$ cat config.mk
export PLATFORM = sky130hd
export DESIGN_NAME = mem_bus_arbiter_flat
export DESIGN_NICKNAME = d
export VERILOG_FILES = /design/src/rtl/mem_bus_arbiter_if.sv /design/src/rtl/mem_bus_arbiter.sv /design/src/flat_wrapper.sv
export SDC_FILE = /design/constraint.sdc
export NUM_CORES = 1
export LEC_CHECK = 0
export ABC_AREA = 1
export CORE_MARGIN = 2
export CORE_UTILIZATION = 38
export DETAILED_ROUTE_END_ITERATION = 10
export GPL_TIMING_DRIVEN = 0
export PLACE_DENSITY = 0.82
export SLEW_MARGIN = 20
export SYNTH_ARGS = -nofsm -noshare
export SYNTH_HDL_FRONTEND = slang
export SYNTH_SLANG_ARGS = --single-unit
$ cat constraint.sdc
create_clock -name clk -period 2.2 [get_ports clk]
set_input_delay 0.44 -clock clk [delete_from_list [all_inputs] [get_ports clk]]
set_output_delay 0.44 -clock clk [all_outputs]
set_load 0.05 [all_outputs]
$ cat src/rtl/mem_bus_arbiter_if.sv
// Signal bundle between the two pipeline masters, the arbiter and the SoC memory bus.
// The arbiter connects through `master`; the pipeline/slave environment uses `slave`.
interface mem_bus_arbiter_if #(
  parameter int ADDR_WIDTH = 32,
  parameter int DATA_WIDTH = 32
);
  localparam int MASK_WIDTH = DATA_WIDTH / 8;

  logic [ADDR_WIDTH-1:0] instr_address_in;
  logic                  instr_read_in;
  logic [DATA_WIDTH-1:0] instr_read_value_out;
  logic                  instr_ready_out;

  logic [ADDR_WIDTH-1:0] data_address_in;
  logic                  data_read_in;
  logic                  data_write_in;
  logic [DATA_WIDTH-1:0] data_write_value_in;
  logic [MASK_WIDTH-1:0] data_write_mask_in;
  logic [DATA_WIDTH-1:0] data_read_value_out;
  logic                  data_ready_out;

  logic                  bus_error_out;

  logic [ADDR_WIDTH-1:0] bus_address_out;
  logic                  bus_read_out;
  logic                  bus_write_out;
  logic [DATA_WIDTH-1:0] bus_write_value_out;
  logic [MASK_WIDTH-1:0] bus_write_mask_out;
  logic [DATA_WIDTH-1:0] bus_read_value_in;
  logic                  bus_ready_in;

  modport master (
    input  instr_address_in, instr_read_in,
    output instr_read_value_out, instr_ready_out,
    input  data_address_in, data_read_in, data_write_in,
    input  data_write_value_in, data_write_mask_in,
    output data_read_value_out, data_ready_out,
    output bus_error_out,
    output bus_address_out, bus_read_out, bus_write_out,
    output bus_write_value_out, bus_write_mask_out,
    input  bus_read_value_in, bus_ready_in
  );

  modport slave (
    output instr_address_in, instr_read_in,
    input  instr_read_value_out, instr_ready_out,
    output data_address_in, data_read_in, data_write_in,
    output data_write_value_in, data_write_mask_in,
    input  data_read_value_out, data_ready_out,
    input  bus_error_out,
    input  bus_address_out, bus_read_out, bus_write_out,
    input  bus_write_value_out, bus_write_mask_out,
    output bus_read_value_in, bus_ready_in
  );
endinterface

$ cat src/rtl/mem_bus_arbiter.sv
// Two-master arbiter (fetch + load/store) onto one memory bus, data-first from idle,
// alternating under contention, with a per-transaction watchdog that ends hung accesses.
module mem_bus_arbiter #(
  parameter int ADDR_WIDTH = 32,
  parameter int DATA_WIDTH = 32,
  parameter int TIMEOUT    = 255
) (
  input  logic              clk,
  input  logic              reset_n,
  mem_bus_arbiter_if.master ports
);
  localparam int          MASK_WIDTH = DATA_WIDTH / 8;
  localparam logic [15:0] WD_LIMIT   = 16'(TIMEOUT - 1);

  typedef enum logic [1:0] {
    IDLE  = 2'd0,
    INSTR = 2'd1,
    DATA  = 2'd2
  } state_t;

  state_t                state;
  logic [15:0]           wd_count;
  logic [ADDR_WIDTH-1:0] address_q;
  logic                  read_q;
  logic                  write_q;
  logic [DATA_WIDTH-1:0] write_value_q;
  logic [MASK_WIDTH-1:0] write_mask_q;

  logic instr_req;
  logic data_req;
  logic granted;
  logic wd_expired;
  logic complete;
  logic timed_out;
  logic load_instr;
  logic load_data;
  logic instr_ready;
  logic data_ready;

  // The completing master is never re-granted directly; the other one wins if it is waiting.
  always_comb begin
    instr_req   = ports.instr_read_in;
    data_req    = ports.data_read_in | ports.data_write_in;
    granted     = (state != IDLE);
    wd_expired  = granted && (wd_count == WD_LIMIT);
    complete    = granted && (ports.bus_ready_in || wd_expired);
    timed_out   = wd_expired && !ports.bus_ready_in;
    load_data   = ((state == IDLE) && data_req) ||
                  ((state == INSTR) && complete && data_req);
    load_instr  = ((state == IDLE) && !data_req && instr_req) ||
                  ((state == DATA) && complete && instr_req);
    instr_ready = (state == INSTR) && complete && instr_req;
    data_ready  = (state == DATA) && complete && data_req;
  end

  always_ff @(posedge clk or negedge reset_n) begin
    if (!reset_n) begin
      state         <= IDLE;
      wd_count      <= '0;
      address_q     <= '0;
      read_q        <= 1'b0;
      write_q       <= 1'b0;
      write_value_q <= '0;
      write_mask_q  <= '0;
    end else if (load_data) begin
      state         <= DATA;
      wd_count      <= '0;
      address_q     <= ports.data_address_in;
      read_q        <= ports.data_read_in;
      write_q       <= ports.data_write_in;
      write_value_q <= ports.data_write_value_in;
      write_mask_q  <= ports.data_write_mask_in;
    end else if (load_instr) begin
      state         <= INSTR;
      wd_count      <= '0;
      address_q     <= ports.instr_address_in;
      read_q        <= 1'b1;
      write_q       <= 1'b0;
      write_value_q <= '0;
      write_mask_q  <= '0;
    end else if (complete) begin
      state    <= IDLE;
      wd_count <= '0;
      read_q   <= 1'b0;
      write_q  <= 1'b0;
    end else if (granted) begin
      wd_count <= wd_count + 16'd1;
    end
  end

  // Read data is zeroed on a timeout so a stalled load never consumes stale bus values.
  assign ports.instr_read_value_out = (granted && !timed_out) ? ports.bus_read_value_in : '0;
  assign ports.data_read_value_out  = (granted && !timed_out) ? ports.bus_read_value_in : '0;
  assign ports.instr_ready_out      = instr_ready;
  assign ports.data_ready_out       = data_ready;
  assign ports.bus_error_out        = timed_out && (instr_ready || data_ready);

  assign ports.bus_address_out     = address_q;
  assign ports.bus_read_out        = read_q;
  assign ports.bus_write_out       = write_q;
  assign ports.bus_write_value_out = write_value_q;
  assign ports.bus_write_mask_out  = write_mask_q;
endmodule

$ cat src/flat_wrapper.sv
// flat-port wrapper written by rule: the top's interface ports become plain ports
module mem_bus_arbiter_flat 
#(
  parameter int ADDR_WIDTH = 32,
  parameter int DATA_WIDTH = 32,
  parameter int TIMEOUT    = 255
)
  (clk, reset_n, ports_instr_address_in, ports_instr_read_in, ports_instr_read_value_out, ports_instr_ready_out, ports_data_address_in, ports_data_read_in, ports_data_write_in, ports_data_write_value_in, ports_data_write_mask_in, ports_data_read_value_out, ports_data_ready_out, ports_bus_error_out, ports_bus_address_out, ports_bus_read_out, ports_bus_write_out, ports_bus_write_value_out, ports_bus_write_mask_out, ports_bus_read_value_in, ports_bus_ready_in);
  mem_bus_arbiter_if #(.ADDR_WIDTH(ADDR_WIDTH), .DATA_WIDTH(DATA_WIDTH)) ports_i ();
  input  logic clk;
  input  logic reset_n;
  input wire logic [$bits(ports_i.instr_address_in)-1:0] ports_instr_address_in;
  input wire logic [$bits(ports_i.instr_read_in)-1:0] ports_instr_read_in;
  output wire logic [$bits(ports_i.instr_read_value_out)-1:0] ports_instr_read_value_out;
  output wire logic [$bits(ports_i.instr_ready_out)-1:0] ports_instr_ready_out;
  input wire logic [$bits(ports_i.data_address_in)-1:0] ports_data_address_in;
  input wire logic [$bits(ports_i.data_read_in)-1:0] ports_data_read_in;
  input wire logic [$bits(ports_i.data_write_in)-1:0] ports_data_write_in;
  input wire logic [$bits(ports_i.data_write_value_in)-1:0] ports_data_write_value_in;
  input wire logic [$bits(ports_i.data_write_mask_in)-1:0] ports_data_write_mask_in;
  output wire logic [$bits(ports_i.data_read_value_out)-1:0] ports_data_read_value_out;
  output wire logic [$bits(ports_i.data_ready_out)-1:0] ports_data_ready_out;
  output wire logic [$bits(ports_i.bus_error_out)-1:0] ports_bus_error_out;
  output wire logic [$bits(ports_i.bus_address_out)-1:0] ports_bus_address_out;
  output wire logic [$bits(ports_i.bus_read_out)-1:0] ports_bus_read_out;
  output wire logic [$bits(ports_i.bus_write_out)-1:0] ports_bus_write_out;
  output wire logic [$bits(ports_i.bus_write_value_out)-1:0] ports_bus_write_value_out;
  output wire logic [$bits(ports_i.bus_write_mask_out)-1:0] ports_bus_write_mask_out;
  input wire logic [$bits(ports_i.bus_read_value_in)-1:0] ports_bus_read_value_in;
  input wire logic [$bits(ports_i.bus_ready_in)-1:0] ports_bus_ready_in;
  assign ports_i.instr_address_in = ports_instr_address_in;
  assign ports_i.instr_read_in = ports_instr_read_in;
  assign ports_instr_read_value_out = ports_i.instr_read_value_out;
  assign ports_instr_ready_out = ports_i.instr_ready_out;
  assign ports_i.data_address_in = ports_data_address_in;
  assign ports_i.data_read_in = ports_data_read_in;
  assign ports_i.data_write_in = ports_data_write_in;
  assign ports_i.data_write_value_in = ports_data_write_value_in;
  assign ports_i.data_write_mask_in = ports_data_write_mask_in;
  assign ports_data_read_value_out = ports_i.data_read_value_out;
  assign ports_data_ready_out = ports_i.data_ready_out;
  assign ports_bus_error_out = ports_i.bus_error_out;
  assign ports_bus_address_out = ports_i.bus_address_out;
  assign ports_bus_read_out = ports_i.bus_read_out;
  assign ports_bus_write_out = ports_i.bus_write_out;
  assign ports_bus_write_value_out = ports_i.bus_write_value_out;
  assign ports_bus_write_mask_out = ports_i.bus_write_mask_out;
  assign ports_i.bus_read_value_in = ports_bus_read_value_in;
  assign ports_i.bus_ready_in = ports_bus_ready_in;
  mem_bus_arbiter #(.ADDR_WIDTH(ADDR_WIDTH), .DATA_WIDTH(DATA_WIDTH), .TIMEOUT(TIMEOUT)) u_core (.clk(clk), .reset_n(reset_n), .ports(ports_i));
endmodule
=== Word level (Yosys, flattened, before mapping) ===
Cells that the tools add are included.
Widths: inputs -> output; s select.

* Output and inout port bits: 137
* Flip-flop bits (word level): 88
* Word-level logic and storage cells: 57

* Add/sub/neg operators: 1
* Bitwise gates (word level): 1
* Multiplexer cells: 19
* Equality and inequality tests: 3
* Reductions and logical operators: 26

{| class="wikitable"
|+ Operator list
! cell !! number
|-
| $mux 32 || 5
|-
| $mux 16 || 4
|-
| $add 16x1->16 const B || 1
|-
| $eq 16x8->1 const B || 1
|-
| $logic_and 1x1->1 || 14
|-
| $mux 4 || 2
|-
| $mux 2 || 3
|-
| $mux 1 || 5
|-
| $logic_or 1x1->1 || 4
|-
| $reduce_bool 2->1 || 2
|-
| $reduce_bool 4->1 || 1
|-
| $logic_not 1->1 || 3
|-
| $reduce_bool 3->1 || 1
|-
| $eq 2x1->1 const B || 1
|-
| $eq 2x2->1 const B || 1
|-
| $logic_not 2->1 || 1
|-
| $or 1x1->1 || 1
|}

=== Logic depth before layout (Yosys ltp) ===
Gate-level depths: netlist of the first run.

* Word-level depth: 9
* Depth in mapped cells: 13

=== Worst setup path after synthesis of the first run ===
OpenSTA, ideal clock, no wires.

* Path type: register to output
* Start: register u_core.wd_count[0]
* End: output port ports_instr_read_value_out[10]
* Required time: 1.760 ns
* Cell stages (with the launch flop): 10
* Setup slack: -0.391 ns
* Path buffers: 2
* Data arrival time: 2.151 ns
* Path through: dfrtp_1 inv_1 ha_1 nand2_1 nor2_1 nand4_1 nand2_1 clkbuf_1 nor2_1 buf_4

* Longest elaborated chain between the ends: 6

{| class="wikitable"
|+ RTL lines
! what !! line !! RTL
|-
| start, declared || mem_bus_arbiter.sv:22 || <nowiki>logic [15:0] wd_count;</nowiki>
|-
| start signal, assigned || mem_bus_arbiter.sv:87 || <nowiki>wd_count <= wd_count + 16'd1;</nowiki>
|-
| $eq 16x8->1 || mem_bus_arbiter.sv:45 || <nowiki>wd_expired = granted && (wd_count == WD_LIMIT);</nowiki>
|-
| $logic_and 1x1->1 || mem_bus_arbiter.sv:45 ||
|-
| $logic_and 1x1->1 || mem_bus_arbiter.sv:47 || <nowiki>timed_out = wd_expired && !ports.bus_ready_in;</nowiki>
|-
| $logic_not 1->1 || n/a ||
|-
| $logic_and 1x1->1 || n/a ||
|-
| $mux 32 || n/a ||
|-
| end, declared || flat_wrapper.sv:14 || <nowiki>output wire logic [$bits(ports_i.instr_read_value_out)-1:0] ports_instr_read_value_out;</nowiki>
|}

No other way between the ends.

=== Worst setup path after layout of the first run ===
* Start: register u_core.wd_count[0]
* End: output port ports_instr_read_value_out[25]

* Longest elaborated chain between the ends: 6

{| class="wikitable"
|+ RTL lines
! what !! line !! RTL
|-
| $eq 16x8->1 || mem_bus_arbiter.sv:45 ||
|-
| $logic_and 1x1->1 || mem_bus_arbiter.sv:45 ||
|-
| $logic_and 1x1->1 || mem_bus_arbiter.sv:47 ||
|-
| $logic_not 1->1 || mem_bus_arbiter.sv:92 || <nowiki>assign ports.instr_read_value_out = (granted && !timed_out) ? ports.bus_read_value_in : '0;</nowiki>
|-
| $logic_and 1x1->1 || mem_bus_arbiter.sv:92 ||
|-
| $mux 32 || mem_bus_arbiter.sv:92 ||
|}

No other way between the ends.

==> impl_metrics.toml, run 1 <==
[run_status]
outcome = "finished, violations left"
violations = "setup timing"

[timing]
worst_slew_pin_slew_ns = 0.585
rsz0062_at_grt = "yes"
max_freq_mhz = 405
period_share_pct = 112
fin_crit_ns = 2.47
drv_slew = 0
slew_headroom_pct = 61.0
hold_viol = 0
setup_ws_ns = -0.267
finalClockSkew_ns = 0.00618
setup_viol_count_final = 65
tns_ns = -12.74

[setup_path]
critPathKind = "reg -> out"
worstRegToRegCells = 12
r2r_slack_ns = 0.14
worstPathCellList = "inv_1 > ha_1 > nand2_1 > nor2_2 > nand4_1 > nand2_4 > clkbuf_16 > nor2_2 > buf_4 > buf_6"
worstPathMaxFanout = 8
critPathCaptureType = "primary output"
critPathMostFrequentCell = "nor2_2"
reg2reg_to = "u_core.wd_count[4]$_DFFE_PN0P_"
cp-startpoint = "u_core.wd_count[0]$_DFFE_PN0P_"
critPathLaunchType = "flop"
crit_buf_inv = 4
cp_top_family = "simple AND/OR/NAND/NOR gates"
required_ns = 1.76
cp-endpoint = "ports_instr_read_value_out[25]"
r2r-start = "u_core.wd_count[0]$_DFFE_PN0P_"
cp_slowest_stage_delay_ns = 0.39
path_depth = 10
cpMaxStageDelayCell = "dfrtp_1"
worstPathArrival_ns = 2.03

[yosys]
synth_xor_area_share_pct = 1.53
synth_flop_cell = "dfrtp_1"
synth_edf_count = 0
synth_mux_area_share_pct = 0
synthesis.instances = 622
ys_seq_elements = 88
yosysSeqAreaShare_pct = 48.2
syn_area_um2 = 4570
synth_top_cells_by_count = "255 x nand2_1, 88 x dfrtp_1, 77 x nand3_1"
yosys.cell_count.top_type = "nand2_1"
yosysWarnings = 0
synth_cell_types = 21
synth_top_family_by_area = "simple AND/OR/NAND/NOR gates"
synth_area_leaders = "dfrtp_1 48%, nand2_1 21%, nand3_1 8.4%"
synth_compound_area_share_pct = 0.849
synth.net_count = 762
syn_area_per_cell_um2 = 7.35
synthArstFlopShare_pct = 100
synth_top_area_cell = "dfrtp_1"
synth_fa_ha_area_share_pct = 0.547
synth_top_cell_area_share_pct = 48.2
synthSimpleGateAreaFrac_pct = 35.8

[place]
gp_congestion = 0.903
dpl-instance-area_um2 = 7620
portBuffers = 274
dp_hpwl_mm = 11.9

[run]
max_cap_viol_count = 0

[route]
final_antenna_net_count = 0
vias = 5080
wirelength_mm = 16.4
viasPerCell = 4.75
wl_per_cell_um = 15.4
drc = 0
drt_first_pass_iters = 4
drt_iter0_drc = 303

[floorplanning]
core_area_um2 = 11900
row_count = 40
die_w_um = 114
die_y_um = 114
initial_core_util_pct = 38.5
ioPinCount = 275
dieArea_um2 = 12900

[global_routing]
grt_pass1_vias = 4990
antenna_found_initial = 0
grtUsageTotal_pct = 25.3
overflow = 0
grt_pass1_wl_mm = 25.5
grt_max_degree = 46

[final_layout]
nNetsFinal = 1058
syn2layout_area_growth_pct = 80.6
final_layout_size_suffix_gt1_share_pct = 21.6
final_area_um2 = 8260
n_antenna_cell = 0

[worst_hold_path]
hp-class = "in -> async"

[power]
p_leak_nw = 4.10
power_per_cell_area_nw_per_um2 = 1730
ir_worst_vdd_uv = 778

[clocking]
cts_buffer_depth = 2
cts_buffers = 9
clock_sinks = 88
cts_root_buf = "clkbuf_16"
cts_tree = "done"
postCtsHoldBufs = 0
htree_levels = 3
clk_pin_slew_ns = 0.06
worstSkewPairLatency_ns = 0.34
## how the worst min path moves through the flow
stage	slack, ns	end	from	depth (start not counted)
finish	0.1	u_core.ports.bus_address_out[23]$_DFFE_PN0P_	reset_n	1
CTS	0.12	u_core.ports.bus_address_out[23]$_DFFE_PN0P_	reset_n	1
detailed placement	0.46	u_core.ports.bus_write_value_out[3]$_DFFE_PN0P_	u_core.ports.bus_write_value_out[3]$_DFFE_PN0P_	2
global route	0.14	u_core.ports.bus_address_out[23]$_DFFE_PN0P_	reset_n	1
global placement	0.45	u_core.ports.bus_write_value_out[5]$_DFFE_PN0P_	u_core.ports.bus_write_value_out[5]$_DFFE_PN0P_	2
floorplan	0.14	u_core.ports.bus_address_out[0]$_DFFE_PN0P_	reset_n	0
## metrics by stage
step                      hold WS, ns  std cells  util [%]  setup WS (ns)  power, mW
after global placement          0.452       1043      64.0          -2.56       11.9
after floorplan                 0.144        622         -         -0.186       8.76
after global routing            0.138       1070      69.6         -0.354       15.0
final                          0.0989       1070      69.6         -0.267       14.3
after CTS                       0.119       1068      68.8         -0.267       14.2
after detailed placement        0.457       1044      64.2         -0.958       11.9
## cell usage in the layout, fill, tap and decap left out, drive strengths merged
master         instances
clkinv                 3
a21oi                  5
a211oi                 1
dfrtp                 88
buf                  127
inv                   57
clkdlybuf4s50        206
xnor2                  2
bufinv                 2
nand3                 77
clkbuf                20
ha                     2
nand4                  2
xor2                   6
nor2                  62
a31oi                  1
nor3                   3
nand2                259
## registers in the layout, summed over array words and instances (netlist names)
| name | count |
|---|---|
| u_core.ports.bus_read_out | 1 |
| u_core.ports.bus_write_out | 1 |
| u_core.ports.bus_write_mask_out | 4 |
| u_core.state | 2 |
| u_core.ports.bus_write_value_out | 32 |
| u_core.wd_count | 16 |
| u_core.ports.bus_address_out | 32 |
## metal layers
metal  part of all wire [%]  track usage [%]  up-vias  wire [µm]
met1                     37             28.7     2347       6150
li1                       -                -     2458          -
met3                    8.2             6.80       37       1350
met4                    3.1             9.67        0        508
met5                      0                0        -          0
met2                     51             45.5      238       8430
## cell families after synthesis
logic type               after synthesis
XOR/XNOR                               8
flip-flops                            88
AO/OA/AOI/OAI                          7
adder cells (fa/ha/maj)                2
buffers and inverters                114
AND/OR/NAND/NOR                      403
## final cells by class
class,instances,area [µm²]
inverters,55,209
fillers,956,3610
clock inverters,7,92.6
repair buffers,285,2950
multi-input cells,420,1930
clock buffers,9,225
plain buffers,59,454
well taps,147,184
flip-flops and latches,88,2200
## power by group
part           switching [mW]  leakage [nW]  internal [mW]
combinational            6.53          2.83           3.46
sequential              0.368          1.11           2.29
clock                   0.653         0.160          0.997
## what timing repair did
item	in CTS	in global routing
pin swaps	3	1
endpoints found under the setup margin	67	149
cloned	3	0
setup buffers	5	2
gates resized for setup	474	24
(Power assumes the default switching activity.)
==> inputs of run 2 (changes only) <==
--- a/config.mk
+++ b/config.mk
@@ -7,10 +7,13 @@
 export LEC_CHECK = 0
 export ABC_AREA = 1
 export CORE_MARGIN = 2
-export CORE_UTILIZATION = 38
+export CORE_UTILIZATION = 39
+export CTS_BUF_LIST = sky130_fd_sc_hd__clkbuf_4
 export DETAILED_ROUTE_END_ITERATION = 10
 export GPL_TIMING_DRIVEN = 0
-export PLACE_DENSITY = 0.82
+export MAX_ROUTING_LAYER = met4
+export PLACE_DENSITY = 0.83
+export SKIP_CTS_REPAIR_TIMING = 1
 export SLEW_MARGIN = 20
 export SYNTH_ARGS = -nofsm -noshare
 export SYNTH_HDL_FRONTEND = slang
==> run 2 against run 1 <==
  * First-iteration DRC count shrank 15%
  * Clock-buffer cell count is the same
  * Die area shrank 2.5%
  * Via count shrank 1.7%
  * Critical endpoint is now ports_instr_read_value_out[20]
  * Critical path type unchanged
  * The flow still finishes with violations (setup timing)
==> impl_metrics.toml, run 2 (synthesis results as in run 1) <==
[global_routing]
antenna_found_initial = 1
grt.met2_usage_pct = 42.8
overflow = 0
met1_usage_pct = 28.7
grt_pass1_vias = 4861
grt.met3_usage_pct = 4.75
grt_pass1_wl_mm = 24.2
grt-busiest-layer = "met2"
grtUsageTotal_pct = 24.9
grt_max_degree = 47

[final_layout]
final_cell_mix = "253 x nand2_1, 205 x clkdlybuf4s50_1, 88 x dfrtp_1, 75 x nand3_1"
final_util_pct = 71.5
syn2layout_area_growth_pct = 78.5
final_common_cell = "nand2_1"
final_layout_size_suffix_gt1_share_pct = 21.5
final_area_um2 = 8160
nNetsFinal = 1058

[floorplanning]
row_count = 39
core_area_um2 = 11400
die_w_um = 112
initial_core_util_pct = 40.0
ioPinCount = 275
die_y_um = 112
dieArea_um2 = 12600

[route]
wirelength_mm = 16.1
drt_iter0_drc = 258
drt_first_pass_iters = 5
drc = 0
wl_per_cell_um = 15.1
viasPerCell = 4.68
final_antenna_net_count = 0
vias = 4992

[setup_path]
critPathLaunchType = "flop"
r2r_slack_ns = 0.04
cpMaxStageDelayCell = "dfrtp_1"
required_ns = 1.76
critPathKind = "reg -> out"
worstPathArrival_ns = 2.30
critPathCaptureType = "primary output"
cp_slowest_stage_delay_ns = 0.46
crit_buf_inv = 4
worstPathMaxFanout = 10
cp_top_family = "simple AND/OR/NAND/NOR gates"
critPathMostFrequentCell = "buf_4"
worstPathCellList = "inv_1 > ha_2 > nand2_2 > nor2_4 > nand4_1 > nand2_4 > buf_12 > nor2_2 > buf_4 > buf_4"

[worst_hold_path]
hp-class = "in -> async"

[power]
switchingPower_mw = 7.52
internal_power_mw = 6.20
power_per_cell_area_nw_per_um2 = 1680
p_clk_share_pct = 7.1
combPwrFrac_pct = 73.7
p_leak_nw = 4.05
switching_share_pct = 54.8
ir_worst_vdd_uv = 1110
seqPwrFrac_pct = 19.2

[timing]
tns_ns = -29.36
holdWs_ns = 0.483
worst_slew_pin_slew_ns = 0.590
setup_ws_ns = -0.540
setup_viol_count_final = 67
drv_slew = 0
slew_headroom_pct = 60.6
fin_crit_ns = 2.74
hold_viol = 0
rsz0062_at_grt = "yes"
finalClockSkew_ns = 0.0179
max_freq_mhz = 365
period_share_pct = 125

[clocking]
cts_root_buf = "clkbuf_4"
worstSkewPairLatency_ns = 0.46
htree_levels = 3
clk_pin_slew_ns = 0.16
cts_tree = "done"
clock_sinks = 88
cts_buffers = 9
cts_buffer_depth = 2

[place]
dp_hpwl_mm = 12.2
dpl-instance-area_um2 = 7610
portBuffers = 274
gp_congestion = 0.946

[run]
max_cap_viol_count = 0

[run_status]
violations = "setup timing"
outcome = "finished, violations left"
run 2: per-stage QoR:
step / instances / setup WS (ns) / power [mW]
CTS: 1056 / -1.32 / 12.9
global route: 1067 / -0.643 / 14.4
finish: 1067 / -0.540 / 13.7
global placement: 1039 / -2.60 / 11.8
floorplan: 622 / -0.186 / 8.76
detailed placement: 1040 / -0.921 / 12.0
run 2: worst paths after layout:
| kind | from | to | depth (start not counted) |
|---|---|---|---|
| max | u_core.wd_count[0]$_DFFE_PN0P_ | ports_instr_read_value_out[20] | 10 |
| min | reset_n | u_core.ports.bus_write_value_out[26]$_DFFE_PN0P_ | 2 |
| max reg2reg | u_core.wd_count[0]$_DFFE_PN0P_ | u_core.ports.bus_address_out[18]$_DFFE_PN0P_ | 14 |
| min reg2reg | u_core.ports.bus_write_mask_out[3]$_DFFE_PN0P_ | u_core.ports.bus_write_mask_out[3]$_DFFE_PN0P_ | 2 |
| max in group asynchronous | reset_n | u_core.ports.bus_address_out[16]$_DFFE_PN0P_ | 3 |
| min in group clk | u_core.ports.bus_write_mask_out[3]$_DFFE_PN0P_ | u_core.ports.bus_write_mask_out[3]$_DFFE_PN0P_ | 2 |
run 2: cell type report:
cell class                      instances  area (µm²)
Buffer                                 59         497
Sequential cell                        88        2200
Clock inverter                          7        80.1
Fill cell                             928        3260
Timing Repair Buffer                  285        2960
Inverter                               55         206
Tap cell                              143         179
Clock buffer                            9        67.6
Multi-Input combinational cell        420        1960
Antenna cell                            1        2.50
run 2: metal layers:
layer | vias up | wire, µm
li1 | 2460 | -
met1 | 2258 | 6240
met2 | 236 | 8230
met3 | 38 | 1030
met4 | 0 | 562
met5 | - | 0
run 2: power groups by stage:
stage	combinational, mW	sequential, mW	clock (mW)
after floorplan	3.96	4.79	0
after global placement	9.18	2.65	0
final	10.1	2.64	0.967
after detailed placement	9.28	2.67	0
after global routing	10.6	2.73	1.05
after CTS	9.30	2.64	0.985
